<file path="src/rtl/cpu_mem_loader_if.sv">
// rtl/cpu_mem_loader_if.sv - command/response streams and external memory ports of cpu_mem_loader
//
// Groups the signals between the loader, its host and the CPU memories.
//   master : loader side (consumes commands, produces responses, drives both memory ports)
//   slave  : environment side (host stream source/sink, memories returning read data)
//
// Ports carried:
//   cmd_valid/cmd_ready/cmd_data   32-bit command stream, host -> loader
//   rsp_valid/rsp_ready/rsp_data   32-bit read-back stream, loader -> host
//   addr_ext/wen_ext/ren_ext/wdata_ext/rdata_ext             instruction-memory port
//   addr_ext_2/wen_ext_2/ren_ext_2/wdata_ext_2/rdata_ext_2   data-memory port

interface cpu_mem_loader_if;
   logic        cmd_valid;
   logic        cmd_ready;
   logic [31:0] cmd_data;

   logic        rsp_valid;
   logic        rsp_ready;
   logic [31:0] rsp_data;

   logic [31:0] addr_ext;
   logic        wen_ext;
   logic        ren_ext;
   logic [31:0] wdata_ext;
   logic [31:0] rdata_ext;

   logic [31:0] addr_ext_2;
   logic        wen_ext_2;
   logic        ren_ext_2;
   logic [31:0] wdata_ext_2;
   logic [31:0] rdata_ext_2;

   modport master (
      input  cmd_valid, cmd_data, rsp_ready, rdata_ext, rdata_ext_2,
      output cmd_ready, rsp_valid, rsp_data,
      output addr_ext, wen_ext, ren_ext, wdata_ext,
      output addr_ext_2, wen_ext_2, ren_ext_2, wdata_ext_2
   );

   modport slave (
      output cmd_valid, cmd_data, rsp_ready, rdata_ext, rdata_ext_2,
      input  cmd_ready, rsp_valid, rsp_data,
      input  addr_ext, wen_ext, ren_ext, wdata_ext,
      input  addr_ext_2, wen_ext_2, ren_ext_2, wdata_ext_2
   );
endinterface

</file>
<file path="src/rtl/cpu_mem_loader.sv">
// rtl/cpu_mem_loader.sv - host-side loader driving the CPU external memory ports and run gate
//
// Consumes header/data words from the command stream, writes words into instruction or
// data memory, reads memory back onto the response stream, and enables the CPU for a
// bounded number of cycles. Every output comes straight from a register.
//
// Header word: [31:29] op, [28:16] count N, [15:0] start byte address A.
//   op 000 write imem, 001 write dmem, 010 read imem, 011 read dmem, 100 run N cycles,
//   101..111 reserved (header dropped, err set).
//
// Ports:
//   clk, rst    clock, synchronous active-high reset
//   bus         cpu_mem_loader_if.master: command/response streams and both memory ports
//   cpu_enable  CPU enable, high only while running
//   busy        high whenever not idle
//   err         sticky reserved-opcode flag, cleared by rst

module cpu_mem_loader #(
   parameter int RD_LAT = 1,
   parameter int CNT_W  = 13
) (
   input  logic             clk,
   input  logic             rst,
   cpu_mem_loader_if.master bus,
   output logic             cpu_enable,
   output logic             busy,
   output logic             err
);

   typedef enum logic [2:0] {IDLE, WRITE, RD_REQ, RD_WAIT, RD_OUT, RUN} state_t;

   localparam logic [2:0] LAT_LAST = 3'(RD_LAT - 1);

   state_t             state_q, state_d;
   logic               sel_q, sel_d;            // 0: imem port, 1: dmem port
   logic [CNT_W-1:0]   cnt_q, cnt_d;            // words or cycles still to go
   logic [15:0]        addr_q, addr_d;          // byte address of the current word
   logic [2:0]         lat_q, lat_d;

   logic               cmd_ready_q, cmd_ready_d;
   logic               rsp_valid_q, rsp_valid_d;
   logic [31:0]        rsp_data_q, rsp_data_d;
   logic               cpu_en_q, cpu_en_d;
   logic               busy_q, busy_d;
   logic               err_q, err_d;

   logic [15:0]        a1_q, a1_d, a2_q, a2_d;
   logic [31:0]        wd1_q, wd1_d, wd2_q, wd2_d;
   logic               wen1_q, wen1_d, ren1_q, ren1_d;
   logic               wen2_q, wen2_d, ren2_q, ren2_d;

   logic [2:0]         hdr_op;
   logic [CNT_W-1:0]   hdr_cnt;
   logic [15:0]        hdr_addr;
   logic [15:0]        addr_next;
   logic               cmd_acc, rsp_acc;
   logic               wr_issue, rd_issue;
   logic [15:0]        rd_addr;

   assign hdr_op    = bus.cmd_data[31:29];
   assign hdr_cnt   = bus.cmd_data[16 +: CNT_W];
   assign hdr_addr  = bus.cmd_data[15:0];
   assign addr_next = addr_q + 16'd4;           // 16-bit wrap 0xFFFC -> 0x0000
   assign cmd_acc   = bus.cmd_valid & cmd_ready_q;
   assign rsp_acc   = rsp_valid_q & bus.rsp_ready;

   always_comb begin
      state_d     = state_q;
      sel_d       = sel_q;
      cnt_d       = cnt_q;
      addr_d      = addr_q;
      lat_d       = lat_q;
      rsp_valid_d = rsp_valid_q;
      rsp_data_d  = rsp_data_q;
      err_d       = err_q;
      a1_d        = a1_q;
      a2_d        = a2_q;
      wd1_d       = wd1_q;
      wd2_d       = wd2_q;
      wen1_d      = 1'b0;
      ren1_d      = 1'b0;
      wen2_d      = 1'b0;
      ren2_d      = 1'b0;
      cpu_en_d    = 1'b0;
      wr_issue    = 1'b0;
      rd_issue    = 1'b0;
      rd_addr     = 16'h0000;

      case (state_q)
         IDLE: begin
            if (cmd_acc) begin
               if (hdr_op[2] && (hdr_op[1:0] != 2'b00)) begin
                  err_d = 1'b1;
               end else if (hdr_cnt != '0) begin
                  sel_d  = hdr_op[0];
                  cnt_d  = hdr_cnt;
                  addr_d = hdr_addr;
                  if (hdr_op[2]) begin
                     state_d  = RUN;
                     cpu_en_d = 1'b1;
                  end else if (hdr_op[1]) begin
                     state_d  = RD_REQ;
                     rd_issue = 1'b1;
                     rd_addr  = hdr_addr;
                  end else begin
                     state_d = WRITE;
                  end
               end
            end
         end

         WRITE: begin
            if (cmd_acc) begin
               wr_issue = 1'b1;
               addr_d   = addr_next;
               cnt_d    = cnt_q - CNT_W'(1);
               if (cnt_q == CNT_W'(1)) state_d = IDLE;
            end
         end

         RD_REQ: begin
            state_d = RD_WAIT;
            lat_d   = 3'd0;
         end

         RD_WAIT: begin
            // Read data is valid in the last wait cycle; capture it then.
            if (lat_q == LAT_LAST) begin
               rsp_data_d  = sel_q ? bus.rdata_ext_2 : bus.rdata_ext;
               rsp_valid_d = 1'b1;
               state_d     = RD_OUT;
            end else begin
               lat_d = lat_q + 3'd1;
            end
         end

         RD_OUT: begin
            if (rsp_acc) begin
               rsp_valid_d = 1'b0;
               addr_d      = addr_next;
               cnt_d       = cnt_q - CNT_W'(1);
               if (cnt_q == CNT_W'(1)) begin
                  state_d = IDLE;
               end else begin
                  state_d  = RD_REQ;
                  rd_issue = 1'b1;
                  rd_addr  = addr_next;
               end
            end
         end

         RUN: begin
            // cnt_q counts the enabled cycles left including the current one.
            if (cnt_q == CNT_W'(1)) begin
               state_d = IDLE;
            end else begin
               cpu_en_d = 1'b1;
               cnt_d    = cnt_q - CNT_W'(1);
            end
         end

         default: state_d = IDLE;
      endcase

      // Only the selected port moves; the other keeps its address and data.
      if (wr_issue) begin
         if (sel_q) begin
            wen2_d = 1'b1;
            a2_d   = addr_q;
            wd2_d  = bus.cmd_data;
         end else begin
            wen1_d = 1'b1;
            a1_d   = addr_q;
            wd1_d  = bus.cmd_data;
         end
      end
      if (rd_issue) begin
         if (sel_d) begin
            ren2_d = 1'b1;
            a2_d   = rd_addr;
         end else begin
            ren1_d = 1'b1;
            a1_d   = rd_addr;
         end
      end

      cmd_ready_d = (state_d == IDLE) || (state_d == WRITE);
      busy_d      = (state_d != IDLE);
   end

   always_ff @(posedge clk) begin
      if (rst) begin
         state_q     <= IDLE;
         sel_q       <= 1'b0;
         cnt_q       <= '0;
         addr_q      <= 16'h0000;
         lat_q       <= 3'd0;
         cmd_ready_q <= 1'b0;
         rsp_valid_q <= 1'b0;
         rsp_data_q  <= 32'h0;
         cpu_en_q    <= 1'b0;
         busy_q      <= 1'b0;
         err_q       <= 1'b0;
         a1_q        <= 16'h0000;
         a2_q        <= 16'h0000;
         wd1_q       <= 32'h0;
         wd2_q       <= 32'h0;
         wen1_q      <= 1'b0;
         ren1_q      <= 1'b0;
         wen2_q      <= 1'b0;
         ren2_q      <= 1'b0;
      end else begin
         state_q     <= state_d;
         sel_q       <= sel_d;
         cnt_q       <= cnt_d;
         addr_q      <= addr_d;
         lat_q       <= lat_d;
         cmd_ready_q <= cmd_ready_d;
         rsp_valid_q <= rsp_valid_d;
         rsp_data_q  <= rsp_data_d;
         cpu_en_q    <= cpu_en_d;
         busy_q      <= busy_d;
         err_q       <= err_d;
         a1_q        <= a1_d;
         a2_q        <= a2_d;
         wd1_q       <= wd1_d;
         wd2_q       <= wd2_d;
         wen1_q      <= wen1_d;
         ren1_q      <= ren1_d;
         wen2_q      <= wen2_d;
         ren2_q      <= ren2_d;
      end
   end

   assign bus.cmd_ready   = cmd_ready_q;
   assign bus.rsp_valid   = rsp_valid_q;
   assign bus.rsp_data    = rsp_data_q;
   assign bus.addr_ext    = {16'h0000, a1_q};
   assign bus.wen_ext     = wen1_q;
   assign bus.ren_ext     = ren1_q;
   assign bus.wdata_ext   = wd1_q;
   assign bus.addr_ext_2  = {16'h0000, a2_q};
   assign bus.wen_ext_2   = wen2_q;
   assign bus.ren_ext_2   = ren2_q;
   assign bus.wdata_ext_2 = wd2_q;
   assign cpu_enable      = cpu_en_q;
   assign busy            = busy_q;
   assign err             = err_q;

endmodule
</file>
<file path="src/flat_wrapper.sv">
// flat-port wrapper written by rule: the top's interface ports become plain ports
module cpu_mem_loader_flat 
#(
   parameter int RD_LAT = 1,
   parameter int CNT_W  = 13
)
  (clk, rst, cpu_enable, busy, err, bus_cmd_valid, bus_cmd_data, bus_rsp_ready, bus_rdata_ext, bus_rdata_ext_2, bus_cmd_ready, bus_rsp_valid, bus_rsp_data, bus_addr_ext, bus_wen_ext, bus_ren_ext, bus_wdata_ext, bus_addr_ext_2, bus_wen_ext_2, bus_ren_ext_2, bus_wdata_ext_2);
  cpu_mem_loader_if bus_i ();
  input  logic clk;
  input  logic rst;
  output logic cpu_enable;
  output logic busy;
  output logic err;
  input wire logic [$bits(bus_i.cmd_valid)-1:0] bus_cmd_valid;
  input wire logic [$bits(bus_i.cmd_data)-1:0] bus_cmd_data;
  input wire logic [$bits(bus_i.rsp_ready)-1:0] bus_rsp_ready;
  input wire logic [$bits(bus_i.rdata_ext)-1:0] bus_rdata_ext;
  input wire logic [$bits(bus_i.rdata_ext_2)-1:0] bus_rdata_ext_2;
  output wire logic [$bits(bus_i.cmd_ready)-1:0] bus_cmd_ready;
  output wire logic [$bits(bus_i.rsp_valid)-1:0] bus_rsp_valid;
  output wire logic [$bits(bus_i.rsp_data)-1:0] bus_rsp_data;
  output wire logic [$bits(bus_i.addr_ext)-1:0] bus_addr_ext;
  output wire logic [$bits(bus_i.wen_ext)-1:0] bus_wen_ext;
  output wire logic [$bits(bus_i.ren_ext)-1:0] bus_ren_ext;
  output wire logic [$bits(bus_i.wdata_ext)-1:0] bus_wdata_ext;
  output wire logic [$bits(bus_i.addr_ext_2)-1:0] bus_addr_ext_2;
  output wire logic [$bits(bus_i.wen_ext_2)-1:0] bus_wen_ext_2;
  output wire logic [$bits(bus_i.ren_ext_2)-1:0] bus_ren_ext_2;
  output wire logic [$bits(bus_i.wdata_ext_2)-1:0] bus_wdata_ext_2;
  assign bus_i.cmd_valid = bus_cmd_valid;
  assign bus_i.cmd_data = bus_cmd_data;
  assign bus_i.rsp_ready = bus_rsp_ready;
  assign bus_i.rdata_ext = bus_rdata_ext;
  assign bus_i.rdata_ext_2 = bus_rdata_ext_2;
  assign bus_cmd_ready = bus_i.cmd_ready;
  assign bus_rsp_valid = bus_i.rsp_valid;
  assign bus_rsp_data = bus_i.rsp_data;
  assign bus_addr_ext = bus_i.addr_ext;
  assign bus_wen_ext = bus_i.wen_ext;
  assign bus_ren_ext = bus_i.ren_ext;
  assign bus_wdata_ext = bus_i.wdata_ext;
  assign bus_addr_ext_2 = bus_i.addr_ext_2;
  assign bus_wen_ext_2 = bus_i.wen_ext_2;
  assign bus_ren_ext_2 = bus_i.ren_ext_2;
  assign bus_wdata_ext_2 = bus_i.wdata_ext_2;
  cpu_mem_loader #(.RD_LAT(RD_LAT), .CNT_W(CNT_W)) u_core (.clk(clk), .rst(rst), .bus(bus_i), .cpu_enable(cpu_enable), .busy(busy), .err(err));
endmodule
</file>
<file path="config.mk">
export PLATFORM = sky130hd
export DESIGN_NAME = cpu_mem_loader_flat
export DESIGN_NICKNAME = d
export VERILOG_FILES = /design/src/rtl/cpu_mem_loader_if.sv /design/src/rtl/cpu_mem_loader.sv /design/src/flat_wrapper.sv
export SDC_FILE = /design/constraint.sdc
export NUM_CORES = 1
export LEC_CHECK = 0
export ABC_AREA = 1
export BUFFER_PORTS_ARGS = -buffer_cell sky130_fd_sc_hd__buf_2
export CORE_AREA = 2 2 156 158
export DETAILED_ROUTE_END_ITERATION = 7
export DIE_AREA = 0 0 158 160
export HOLD_SLACK_MARGIN = 0.1
export PLACE_DENSITY = 0.59
export SLEW_MARGIN = 40
export SYNTH_ARGS = -nofsm -noshare
export SYNTH_HDL_FRONTEND = slang
export SYNTH_SLANG_ARGS = --single-unit
</file>
<file path="constraint.sdc">
create_clock -name clk -period 1.5 [get_ports clk]
set_input_delay 0.075 -clock clk [delete_from_list [all_inputs] [get_ports clk]]
set_output_delay 0.075 -clock clk [all_outputs]
set_load 0.05 [all_outputs]
</file>
Word level (Yosys, flattened, before mapping)
Cells that the tools add are included.
- memories: 0
- bits in read-only memories: 0
- bits in writable memories: 0
- bits in latches: 0
- word-level logic and storage cells: 133
- flip-flop bits (word level): 173
- equal/unequal tests: 15
- shift operators: 0
- add/subtract/negate cells: 3
- mux-type cells: 69
- reduce and logical (&&, ||, !) cells: 22
- multiply operators: 0
- magnitude comparators: 0
- bitwise logic cells: 5
- div/mod/pow operators: 0
- operator list (kind ; count):
    2-to-1 mux 16 bit ; 20
    2-to-1 mux 13 bit ; 6
    case mux 13 bit (4 select lines) ; 1
    case mux 16 bit (3 select lines) ; 1
    2-to-1 mux 32 bit ; 1
    case mux 16 bit (2 select lines) ; 1
    2-to-1 mux 3 bit ; 9
    2-to-1 mux 1 bit ; 23
    case mux 3 bit (6 select lines) ; 1
    adder 16 x 3 -> 16 bit, second input constant ; 1
    == test 13 x 1 -> 1 bit, second input constant ; 1
    nonzero test 13 bit ; 1
    subtractor 13 x 1 -> 13 bit, second input constant ; 1
    != test 2 x 1 -> 1 bit, second input constant ; 5
    zero test 3 bit ; 3
    AND reduction 2 bit ; 4
    AND reduction 7 bit ; 1
    == test 3 x 1 -> 1 bit, second input constant ; 2
    == test 3 x 2 -> 1 bit, second input constant ; 2
    == test 3 bit, second input constant ; 2
    != test 2 bit, second input constant ; 3
    case mux 1 bit (2 select lines) ; 3
    case mux 3 bit (2 select lines) ; 1
    AND reduction 3 bit ; 2
    other kinds (11) ; 19

Depth between registers and ports, before layout
- depth in word-level cells: 8
- gate-level depth with buffers: 12
- mapped depth without buffers: 11

Worst setup path before layout
OpenSTA, ideal clock, no wires.
- kind: reg2reg
- from: reg u_core.cmd_ready_q (netlist: u_core.bus.cmd_ready)
- to: reg u_core.a1_q[3]
- required time: 1.387 ns
- arrival: 1.752 ns
- stages on the path, launching flop included: 11
- buffers on the path: 1
- path slack: -0.365 ns
- cell sequence: dfxtp_1 > nand2_1 > inv_1 > nand3_1 > nor2_1 > nand2_1 > nand3_4 > buf_6 > nand2_1 > nand2_1 > nor2_1
- word-level cells in the longest chain between the ends: 6
- elaborated cells between the ends (all ways): 12
- RTL lines (element ; line ; source):
    start: declaration ; cpu_mem_loader.sv:40 ; logic cmd_ready_q, cmd_ready_d;
    start signal: assignment ; cpu_mem_loader.sv:218 ; cmd_ready_q <= cmd_ready_d;
    bitwise AND 1 bit (*) ; cpu_mem_loader.sv:64 ; assign cmd_acc = bus.cmd_valid & cmd_ready_q;
    2-to-1 mux 1 bit ; cpu_mem_loader.sv:113 ; if (cmd_acc) begin
    2-to-1 mux 1 bit ; cpu_mem_loader.sv:89 ; case (state_q)
    2-to-1 mux 16 bit ; cpu_mem_loader.sv:166 ; if (wr_issue) begin
    2-to-1 mux 16 bit ; cpu_mem_loader.sv:178 ; if (sel_d) begin
    2-to-1 mux 16 bit (*) ; cpu_mem_loader.sv:177 ; if (rd_issue) begin
    end signal: assignment ; cpu_mem_loader.sv:204 ; a1_q <= 16'h0000;
    end signal: assignment ; cpu_mem_loader.sv:224 ; a1_q <= a1_d;
    end: declaration ; cpu_mem_loader.sv:47 ; logic [15:0] a1_q, a1_d, a2_q, a2_d;
Every way passes the cells marked *; elsewhere a longest branch is shown, timed or not.
A chain may end at the register's enable or synchronous reset.

Worst setup path after layout
- from: reg u_core.state_q[1]
- to: reg u_core.rsp_data_q[27] (netlist: u_core.bus.rsp_data[27])
- word-level cells in the longest chain between the ends: 2
- RTL lines (element ; line ; source):
    start: declaration ; cpu_mem_loader.sv:34 ; state_t state_q, state_d;
    start signal: assignment ; cpu_mem_loader.sv:213 ; state_q <= state_d;
    == test 3 x 2 -> 1 bit ; cpu_mem_loader.sv:89 ;
    AND reduction 2 bit (no source line) ; n/a ;
    end signal: assignment ; cpu_mem_loader.sv:220 ; rsp_data_q <= rsp_data_d;
    end: declaration ; cpu_mem_loader.sv:42 ; logic [31:0] rsp_data_q, rsp_data_d;
No other way between the ends.

==> flow_metrics.env <==
export IMPL_postPlaceCellArea_um2=10400
export IMPL_critPathKind="reg2reg"
export IMPL_die_width_um=158
export IMPL_avgSynthCellArea_um2=6.90
export IMPL_ys_warn_count=0
export IMPL_vias_per_cell=4.71
export IMPL_ys_seq_area_frac=0.415
export IMPL_syn_area_um2=8340
export IMPL_cap_violations=0
export IMPL_start_util=0.350
export IMPL_peakVddDrop_mv=0.585
export IMPL_path_depth=10
export IMPL_worstPathRequired_ns=1.84
export IMPL_grt_overflow_total=0
export IMPL_dp_hpwl_um=18500
export IMPL_syn2layout_area_growth_pct=54.0
export IMPL_ys_types=36
export IMPL_final_max_slew_viol_count=0
export IMPL_cpMostUsedCell="nor2_4"
export IMPL_critPathMaxStageDelay_ns=0.37
export IMPL_min_from="bus_cmd_data[31]"
export IMPL_drc=0
export IMPL_worst_slack_ns=-0.124
export IMPL_final_cell_mix="nand2_1 (263), buf_2 (236), nor2_1 (168)"
export IMPL_dp_cells=1804
export IMPL_cts_tree="done"
export IMPL_port_buffer_count=236
export IMPL_reg2reg_to="u_core.bus.rsp_data[27]"
export IMPL_start_kind="flip-flop"
export IMPL_r2r_start="u_core.state_q[1]"
export IMPL_drtAntennaViolNets=0
export IMPL_reg2reg_slack_ns=-0.12
export IMPL_post_route_period_util=1.08
export IMPL_rsz0062_at_grt="yes"
export IMPL_synthTopCellsByArea="dfxtp_1 (42%), nand2_1 (13%), o21ai_0 (8.9%), nor2_1 (8.3%), inv_1 (4.6%)"
export IMPL_whs_endpoint="u_core.cpu_enable"
export IMPL_netlist_instances=1208
export IMPL_critical_path_arrival_ns=1.97
export IMPL_violations="setup timing"
export IMPL_synth_top_area_cell="dfxtp_1"
export IMPL_fin_nets=1725
export IMPL_num_rows=57
export IMPL_cts_buffers_inserted=17
export IMPL_drt_initial_drc_count=515
export IMPL_num_antenna_cells=0
export IMPL_root_buffer="clkbuf_16"
export IMPL_grt_pass1_wl_um=44600
export IMPL_die_area_um2=25300
export IMPL_worst_clock_skew_ns=0.0107
export IMPL_grtUsageTotal=0.222
export IMPL_clock_sinks=173
export IMPL_stdcell_count=1957
export IMPL_totalWireLength_um=29700
export IMPL_status="complete, but fails checks"
export IMPL_slowest_stage="dfxtp_2"
export IMPL_power_density_nw_per_um2=958
export IMPL_max_freq_mhz=616
export IMPL_path_delay_family="buffers and inverters"
export IMPL_path_clk_slew_ns=0.07
export IMPL_hold_viol=0
export IMPL_design_area_um2=12800
export IMPL_end_kind="flip-flop"
export IMPL_synth_top_area_share=0.415
export IMPL_power_leakage_uw=0.00618
export IMPL_htreeDepth=4
export IMPL_pin_count=269
export IMPL_final_common_cell="nand2_1"
export IMPL_grt_pass1_vias=8666
export IMPL_grt_max_degree=61
export IMPL_cp_num_buf_inv=5
export IMPL_worstRegToRegCells=10
export IMPL_whs_path_depth=5
export IMPL_die_h_um=160
export IMPL_core_um2=23800
export IMPL_firstDrtPassIters=7
export IMPL_gp_congestion=0.846
export IMPL_insertion_delay_ns=0.43
export IMPL_setup_viol=89
export IMPL_drive_above_1_share=0.316
export IMPL_hold_path_class="in2reg"
export IMPL_nFillCells=2247
export IMPL_antenna_found_initial=2
export IMPL_crit_chain="inv_1, nor2_4, inv_2, nor2_4, nand3_4, clkinv_8, buf_4, buf_12, o21ai_0, a31oi_1"
export IMPL_vias=9217
export IMPL_clk_path_buf_depth=2
export IMPL_wl_per_cell_um=15.2
export IMPL_period_needed_ns=1.62
export IMPL_synth_seq_cells=173
export IMPL_path_max_fanout=9
## per-layer routing
layer	GRT usage	wire [um]	vias up
met5	0	19	-
met4	0.0749	701	4
met3	0.0559	2220	42
met2	0.357	13700	372
met1	0.290	13000	4169
li1	-	-	4630
## where the power goes
group	switching [uW]	internal [uW]	total (uW)
clock network	2070	2360	4430
registers	118	4780	4900
logic	1820	1150	2970
total	4010	8290	12300
## layout make-up
cell class / count / area [um2] / area share
multi-input cells: 858 / 4330 / 0.337
clock buffers: 18 / 429 / 0.0334
flip-flops and latches: 173 / 3480 / 0.271
inverters: 110 / 454 / 0.0354
repair buffers: 460 / 3590 / 0.279
well taps: 324 / 405 / 0.0316
clock inverters: 14 / 150 / 0.0117
## registers in the layout, summed over array words and instances, names as in the netlist
name and flops:
u_core.bus.wdata_ext 32, u_core.bus.wen_ext 1, u_core.bus.ren_ext 1, u_core.a2_q 16, u_core.lat_q 3, u_core.err 1
u_core.cpu_enable 1, u_core.sel_q 1, u_core.bus.rsp_valid 1, u_core.bus.rsp_data 32, u_core.bus.wen_ext_2 1, u_core.addr_q 16
u_core.cnt_q 13, u_core.busy 1, u_core.state_q 3, u_core.bus.ren_ext_2 1, u_core.bus.wdata_ext_2 32, u_core.a1_q 16
u_core.bus.cmd_ready 1
## synthesized netlist by cell type, drive strengths merged
cell type	number
nand2	285
nor2	193
o21ai	178
dfxtp	173
inv	109
buf	76
a21oi	65
a31oi	32
nand3	25
clkbuf	24
xor2	11
nor3	9
o22ai	9
nand4	6
ha	5
or2	3
a211oi	1
clkinv	1
conb	1
o21bai	1
xnor2	1
## kinds of logic (layout without fill, tap and decap cells)
logic type                 count (synthesis)  after routing  share of synthesized area
AOI/OAI and AO/OA                        286            286                      0.182
and+or+nand+nor                          521            523                      0.255
DFF                                      173            173                      0.415
other                                      1             32                   0.000450
xor gates and xnor gates                  12             12                     0.0126
buffers and inverters                    210            602                      0.128
adders and majority gates                  5              5                    0.00750
## worst max path at each step
stage	startpoint	endpoint	slack, ns
after floorplan	u_core.bus.cmd_ready	u_core.a1_q[3]	0.006
after global placement	u_core.cnt_q[4]	u_core.a2_q[8]	-0.17
after detailed placement	u_core.cnt_q[4]	u_core.a2_q[13]	-0.20
after CTS	u_core.cnt_q[1]	u_core.a2_q[13]	-0.09
after global routing	u_core.state_q[1]	u_core.a2_q[0]	-0.21
final	u_core.state_q[1]	u_core.bus.rsp_data[27]	-0.12
## metrics by stage
stage	setup TNS (ns)	hold WS [ns]	setup WS [ns]	utilization	total power, uW
6_report	-4.03	0.110	-0.124	0.539	12300
5_1_grt	-14.13	0.121	-0.209	0.539	12900
4_1_cts	-3.60	0.111	-0.0889	0.516	12100
3_5_place_dp	-9.25	0.342	-0.201	0.436	7400
3_3_place_gp	-7.81	0.338	-0.175	0.436	7390
2_1_floorplan	0	0.223	0.00606	-	6570
## tightest hold or removal path, delay by kind of cell
family | cells | cell delay (ns)
and+or+nand+nor | 3 | 0.21
buffers and inverters | 2 | 0.20
## repair_timing
item	in CTS	in global routing
hold buffers	96	0
gates cloned	5	8
gates resized for setup	67	106
buffers inserted	3	9
pin swaps	13	16
hold endpoints to repair	112	0
setup endpoints to repair	140	157
No activity file was read; power rests on OpenSTA's default activity.
